===== config.mk =====
export PLATFORM = sky130hd
export DESIGN_NAME = morse_tx_seq
export DESIGN_NICKNAME = d
export VERILOG_FILES = /design/src/rtl/morse_tx_seq.sv
export SDC_FILE = /design/constraint.sdc
export NUM_CORES = 1
export LEC_CHECK = 0
export CAP_MARGIN = 25
export CORE_ASPECT_RATIO = 1.5
export CORE_UTILIZATION = 35
export DETAILED_ROUTE_END_ITERATION = 8
export HOLD_SLACK_MARGIN = 0.12
export PLACE_DENSITY = 0.56
export SETUP_SLACK_MARGIN = 0.2
export SYNTH_ARGS = -nofsm -noshare
export SYNTH_HDL_FRONTEND = slang
export SYNTH_SLANG_ARGS = --single-unit

===== constraint.sdc =====
create_clock -name clk_i -period 2.5 [get_ports clk_i]
set_input_delay 0.375 -clock clk_i [delete_from_list [all_inputs] [get_ports clk_i]]
set_output_delay 0.375 -clock clk_i [all_outputs]
set_load 0.05 [all_outputs]

===== src/rtl/morse_tx_seq.sv =====
// rtl/morse_tx_seq.sv - Morse keyer: one character per handshake onto a registered key line.
// Optional MORSE_TX_ABORT_EN adds abort_i to cancel a character in flight.
module morse_tx_seq #(
  parameter int   CODE_W         = 16,
  parameter int   LEN_W          = 5,
  parameter int   UNIT_W         = 16,
  parameter int   DOT_UNITS      = 1,
  parameter int   DASH_UNITS     = 3,
  parameter int   GAP_UNITS      = 1,
  parameter int   CHAR_GAP_UNITS = 3,
  parameter logic CODE_DOT       = 1'b0
) (
  input  logic              clk_i,
  input  logic              rstn_i,
  input  logic [CODE_W-1:0] code_i,
  input  logic [LEN_W-1:0]  len_i,
  input  logic [UNIT_W-1:0] unit_cycles_i,
  input  logic              valid_i,
`ifdef MORSE_TX_ABORT_EN
  input  logic              abort_i,
`endif
  output logic              ready_o,
  output logic              busy_o,
  output logic              serial_o,
  output logic              done_o
);

  function automatic int max2(input int a, input int b);
    return (a > b) ? a : b;
  endfunction

  localparam int MAXU = max2(max2(DOT_UNITS, DASH_UNITS), max2(GAP_UNITS, CHAR_GAP_UNITS));
  localparam int UCW  = $clog2(MAXU) + 1;

  localparam logic [UCW-1:0]   DOT_M1   = UCW'(DOT_UNITS - 1);
  localparam logic [UCW-1:0]   DASH_M1  = UCW'(DASH_UNITS - 1);
  localparam logic [UCW-1:0]   GAP_M1   = UCW'(GAP_UNITS - 1);
  localparam logic [UCW-1:0]   CGAP_M1  = UCW'(CHAR_GAP_UNITS - 1);
  localparam logic [LEN_W-1:0] CODE_W_L = LEN_W'(CODE_W);

  typedef enum logic [1:0] {
    S_IDLE = 2'd0,
    S_MARK = 2'd1,
    S_GAP  = 2'd2,
    S_CGAP = 2'd3
  } state_t;

  state_t              state_q, state_d;
  logic [CODE_W-1:0]   code_q, code_d;
  logic [LEN_W-1:0]    len_q, len_d;
  logic [LEN_W-1:0]    ptr_q, ptr_d;
  logic [UNIT_W-1:0]   unit_q, unit_d;
  logic [UNIT_W-1:0]   cyc_q, cyc_d;
  logic [UCW-1:0]      ucnt_q, ucnt_d;
  logic                serial_q, serial_d;
  logic                done_q, done_d;
  logic                ready_q, ready_d;
  logic                busy_q, busy_d;

  logic                abort_w;
  logic                last_w;
  logic [UNIT_W-1:0]   u_acc;
  logic [LEN_W-1:0]    l_acc;
  logic [LEN_W-1:0]    ptr_nxt;
  logic [CODE_W-1:0]   code_sh;

  function automatic logic [UCW-1:0] mark_m1(input logic b);
    return (b == CODE_DOT) ? DOT_M1 : DASH_M1;
  endfunction

  always_comb begin
    state_d  = state_q;
    code_d   = code_q;
    len_d    = len_q;
    ptr_d    = ptr_q;
    unit_d   = unit_q;
    cyc_d    = cyc_q;
    ucnt_d   = ucnt_q;
    serial_d = serial_q;
    done_d   = 1'b0;
    ready_d  = ready_q;
    busy_d   = busy_q;
`ifdef MORSE_TX_ABORT_EN
    abort_w  = abort_i;
`else
    abort_w  = 1'b0;
`endif
    last_w   = (cyc_q == '0) && (ucnt_q == '0);
    u_acc    = (unit_cycles_i == '0) ? UNIT_W'(1) : unit_cycles_i;
    l_acc    = (len_i > CODE_W_L) ? CODE_W_L : len_i;
    ptr_nxt  = ptr_q + LEN_W'(1);
    code_sh  = code_q >> ptr_nxt;

    // Counters run down to zero; the state ends on the cycle both are zero.
    if (state_q != S_IDLE && !last_w) begin
      if (cyc_q == '0) begin
        cyc_d  = unit_q - UNIT_W'(1);
        ucnt_d = ucnt_q - UCW'(1);
      end else begin
        cyc_d = cyc_q - UNIT_W'(1);
      end
    end

    case (state_q)
      S_IDLE: begin
        if (valid_i) begin
          code_d  = code_i;
          len_d   = l_acc;
          unit_d  = u_acc;
          ptr_d   = '0;
          cyc_d   = u_acc - UNIT_W'(1);
          ready_d = 1'b0;
          busy_d  = 1'b1;
          if (l_acc == '0) begin
            state_d  = S_CGAP;
            ucnt_d   = CGAP_M1;
            serial_d = 1'b0;
          end else begin
            state_d  = S_MARK;
            ucnt_d   = mark_m1(code_i[0]);
            serial_d = 1'b1;
          end
        end
      end
      S_MARK: begin
        if (last_w) begin
          serial_d = 1'b0;
          cyc_d    = unit_q - UNIT_W'(1);
          if (ptr_q == len_q - LEN_W'(1)) begin
            state_d = S_CGAP;
            ucnt_d  = CGAP_M1;
          end else begin
            state_d = S_GAP;
            ucnt_d  = GAP_M1;
          end
        end
      end
      S_GAP: begin
        if (last_w) begin
          state_d  = S_MARK;
          ptr_d    = ptr_nxt;
          serial_d = 1'b1;
          cyc_d    = unit_q - UNIT_W'(1);
          ucnt_d   = mark_m1(code_sh[0]);
        end
      end
      S_CGAP: begin
        if (last_w) begin
          state_d = S_IDLE;
          done_d  = 1'b1;
          ready_d = 1'b1;
          busy_d  = 1'b0;
          ptr_d   = '0;
          cyc_d   = '0;
          ucnt_d  = '0;
        end
      end
      default: begin
        state_d  = S_IDLE;
        serial_d = 1'b0;
        ready_d  = 1'b1;
        busy_d   = 1'b0;
        ptr_d    = '0;
        cyc_d    = '0;
        ucnt_d   = '0;
      end
    endcase

    if (abort_w && state_q != S_IDLE) begin
      state_d  = S_IDLE;
      serial_d = 1'b0;
      done_d   = 1'b0;
      ready_d  = 1'b1;
      busy_d   = 1'b0;
      ptr_d    = '0;
      cyc_d    = '0;
      ucnt_d   = '0;
    end
  end

  always_ff @(posedge clk_i or negedge rstn_i) begin
    if (!rstn_i) begin
      state_q  <= S_IDLE;
      code_q   <= '0;
      len_q    <= '0;
      ptr_q    <= '0;
      unit_q   <= '0;
      cyc_q    <= '0;
      ucnt_q   <= '0;
      serial_q <= 1'b0;
      done_q   <= 1'b0;
      ready_q  <= 1'b1;
      busy_q   <= 1'b0;
    end else begin
      state_q  <= state_d;
      code_q   <= code_d;
      len_q    <= len_d;
      ptr_q    <= ptr_d;
      unit_q   <= unit_d;
      cyc_q    <= cyc_d;
      ucnt_q   <= ucnt_d;
      serial_q <= serial_d;
      done_q   <= done_d;
      ready_q  <= ready_d;
      busy_q   <= busy_d;
    end
  end

  assign ready_o  = ready_q;
  assign busy_o   = busy_q;
  assign serial_o = serial_q;
  assign done_o   = done_q;

endmodule


After elaboration in Yosys (flattened, before gate mapping) --
Cells that the tools add are included.
Storage, ports and cells: input bits 40, output and inout bits 4, flip-flop bits (word level) 67
Operators by class: equal/unequal tests 8, order comparisons 1, mux-type cells 41, reductions and logical operators 18, add/subtract/negate cells 6, shift-type cells 1
Operators with widths (number):
- $mux W16 | 6
- $pmux W16 S3 | 1
- $sub A16 B1 Y16 const B | 3
- $logic_not A16 Y1 | 2
- $mux W5 | 4
- $mux W2 | 9
- $mux W3 | 6
- $shr A16 B5 Y1 | 1
- $pmux W5 S3 | 1
- $pmux W3 S4 | 1
- $reduce_and A4 Y1 | 3
- $mux W1 | 9
- $ne A2 B2 Y1 const B | 4
- $pmux W2 S4 | 1
- $reduce_bool A3 Y1 | 2
- $add A5 B1 Y5 const B | 1
- $eq A5 B5 Y1 | 1
- $gt A5 B5 Y1 const B | 1
- $logic_not A5 Y1 | 1
- $sub A5 B1 Y5 const B | 1
- $eq A2 B2 Y1 const B | 2
- $pmux W1 S2 | 2
- $reduce_bool A2 Y1 | 2
- $logic_not A3 Y1 | 1
- 9 further kinds | 10

Depth between registers and ports, before layout --
depth after elaboration 7, mapped depth 12, mapped depth without buffers 11

Worst setup path before layout --
No wires, ideal clock.
path type register to register, start point register cyc_q[0], end point register cyc_q[7], clock period less this slack 2436 ps, slack 64 ps, data arrival time 2372 ps, stages on the path, launching flop included 9, setup time 64 ps, buffers on the path 0, path through dfrtp_1 > inv_1 > ha_1 > or4b_4 > or3_4 > or3_4 > or3_1 > o22ai_1 > a211o_1
On the way: word-level cells in the longest chain between the ends 7
Ends and longest elaborated chain:
- start, declared | RTL line 53 | logic [UNIT_W-1:0] cyc_q, cyc_d;
- start signal, assigned | RTL line 200 | cyc_q <= cyc_d;
- parallel branches: the longest is 6 deep, another holds $sub A16 B1 Y16
- $pmux W16 S3 (*) | RTL line 104 | case (state_q)
- via cyc_d[7] | RTL line 53
Mark *: on every way through the listed nets, which the timed path passes. A chain may end at the register's enable or synchronous reset.

Worst setup path after layout --
Same ends and word-level chain as after synthesis.

==> results.yml <==
status:
  status: "finished clean"
grt:
  track_usage_pct: 19.9
  antenna_found_initial: 0
  overflow: 0
  grt_pass1_vias: 4032
  grt_max_degree: 46
  grt_pass1_wl_um: 20100
floorplan:
  initial_core_util_pct: 36.1
  die_area_um2: 12900
  core_area_um2: 12100
  fp-row-count: 49
  die_h_um: 139
  fp.dieW_um: 93.1
  io_pins: 44
timing:
  period_needed_ns: 2.49
  hold_violations: 0
  clock.fmax_mhz: 402
  final-max-slew-violation-count: 0
  slew_headroom_pct: 51.7
  finalSetupViolCount: 0
  grt_setup_unrepaired: "yes"
  timing.final.crit_share_pct: 99.6
  tightest_slew_ns: 0.722
  skew_ns: 0.00656
setup_path:
  worstPathArrival_ns: 2.76
  crit_path_end_kind: "register"
  regToRegStartpoint: "cyc_q[0]"
  critPathMaxFanout: 6
  cp.required_ns: 2.77
  path_class: "register to register"
  startpoint_type: "register"
  crit_start: "cyc_q[0]"
clock_network:
  cts_tree: "done"
  h-tree-depth: 3
  cts.path.max_buffers: 2
  clk_latency_ns: 0.33
  path_clk_slew_ns: 0.06
  cts-root-buf: "clkbuf_16"
  cts.sinks: 67
  cts_inserted_buffers: 9
synth:
  ys_ff_latch: 67
  synthTopCellsByArea: "dfrtp_1, mux2_2, xor2_1, o21ai_0, ha_1"
  synth_warnings: 0
  synth_ff_type: "dfrtp_1"
  synthCells: 478
  synth.distinct_cells: 53
  synth_top_area_share_pct: 37.9
  syn_avg_cell_area_um2: 9.11
  synth_nets: 531
  synth_edf_count: 0
  synth_seq_area_share_pct: 38.5
  syn_area_um2: 4360
  yosysTopAreaCell: "dfrtp_1"
  async_flop_share_pct: 100
min_path:
  hold_path.class: "register to register"
  worstHoldStart: "code_q[10]"
route:
  vias: 4027
  wl_per_cell_um: 16.7
  drc: 0
  detail_route.wirelength_um: 12300
  first_pass_iters: 4
  drtIter0Drc: 258
  viasPerCell: 5.46
  drtAntennaViolNets: 0
run:
  cap_viol_max_count: 0
placement:
  place.gp.congestion: 0.899
  port_buffers: 43
  placed_area_um2: 5370
  dp_hpwl_um: 9110
finish:
  drive_gt1_share_pct: 29.6
  utilization_pct: 50.6
  fin_area_um2: 6110
  nFillCells: 1083
  diodes: 0
  nNetsFinal: 633
  syn2layout_area_growth_pct: 40.1
power_and_ir_drop:
  power_density_nw_per_um2: 1160
  ir_drop_mv: 0.583
  leakage_uw: 0.00255
through the flow:
stage / setup WS, ns / cells / setup TNS [ns] / hold WS (ns) / power, µW
after detailed placement: -0.309 / 713 / -1.44 / 0.438 / 5130
after global routing: -0.0672 / 738 / -0.271 / 0.519 / 7500
final: 0.00938 / 738 / 0 / 0.499 / 7070
after global placement: -0.306 / 713 / -1.41 / 0.420 / 5080
after CTS: -0.000399 / 736 / -0.000399 / 0.507 / 6870
after floorplan: 0.0905 / 478 / 0 / 0.0794 / 4000
layer usage:
layer	track usage, %	vias to the layer above	share of wire, %
met1	25.4	1977	43
met2	33.1	96	51
li1	-	1930	-
met3	2.63	24	2.9
met5	0	-	0
met4	8.99	0	2.6
critical path, stage by stage (launching register included):
cell and delay (ns):
dfrtp_1 0.38, inv_2 0.09, ha_4 0.13, or4b_4 0.46
or3_4 0.35, or3_4 0.38, or3_4 0.36, o22ai_2 0.17
a211o_1 0.11
path summary, 6_finish.rpt:
kind | end | slack, ns | depth (start not counted)
setup reg to reg | cyc_q[7] | 0.009 | 8
min in group asynchronous | code_q[8] | 0.59 | 2
hold reg to reg | code_q[10] | 0.50 | 1
setup / recovery | cyc_q[7] | 0.009 | 8
max in group asynchronous | unit_q[6] | 1.11 | 4
hold / removal | code_q[10] | 0.50 | 1
kinds of logic after synthesis:
family	after synthesis	share of synthesized area (%)
AO/OA/AOI/OAI	108	14.8
adder cells (fa/ha/maj)	13	3.73
AND/OR/NAND/NOR	175	20.6
flip-flops	67	38.5
buffers and inverters	36	3.16
XOR/XNOR	38	7.64
multiplexers	41	11.5
placed cells by master (no fill, tap or decap), types with 5 or more instances in the layout:
cell type	instances
o22ai_1	7
xnor2_1	11
mux2_2	32
nand3_1	10
buf_6	11
o21ai_1	15
nor2_1	40
buf_4	53
clkdlybuf4s50_1	42
dfrtp_1	66
xor2_1	27
nand2_1	37
a31oi_1	8
o21ai_0	21
ha_1	10
nor3_1	16
nand3b_1	5
clkbuf_16	9
mux2i_1	5
nand2b_1	8
a21oi_1	21
nor2b_1	5
nand4_1	6
inv_1	14
synthesized netlist by cell type, types with 5 or more instances:
cell type and number:
nor3_1 20, nand3b_1 5, nor4_1 8, a21oi_1 26, xor2_1 27, nand3_1 11, and3_1 6, mux2_2 32
nor2_1 40, nand4_1 6, clkbuf_1 18, dfrtp_1 66, inv_1 16, o22ai_1 8, o21ai_0 39, xnor2_1 11
a31oi_1 9, ha_1 13, nand2b_1 8, mux2i_1 5, nor2b_1 7, nand2_1 42
timing repair:
action                                 CTS  global route
buffers inserted                         6             2
gates cloned                             0             0
resized for setup                       52            32
endpoints found under the hold margin   24             0
setup endpoints to repair               27            28
pin swaps                               17            14
hold buffers                             1             0
cell type report:
cell class	count	area, µm²	area share, %
Clock buffer	10	239	3.91
Clock inverter	6	113	1.84
Inverter	16	60.1	0.984
Multi-Input combinational cell	375	2810	46.1
Sequential cell	67	1680	27.5
Tap cell	153	191	3.14
Timing Repair Buffer	111	1010	16.6
where the power goes:
| part | switching, µW | internal, µW | leakage [µW] |
|---|---|---|---|
| registers | 419 | 1540 | 0.000828 |
| clock network | 493 | 1000 | 0.000173 |
| logic | 1910 | 1710 | 0.00155 |
registers in the layout, summed over array words and instances, names as in the netlist:
register  count
unit_q       16
code_q       16
done_o        1
state_q       2
ready_o       1
ucnt_q        3
cyc_q        16
busy_o        1
ptr_q         5
serial_o      1
len_q         5
No activity file was read; power rests on OpenSTA's default activity.
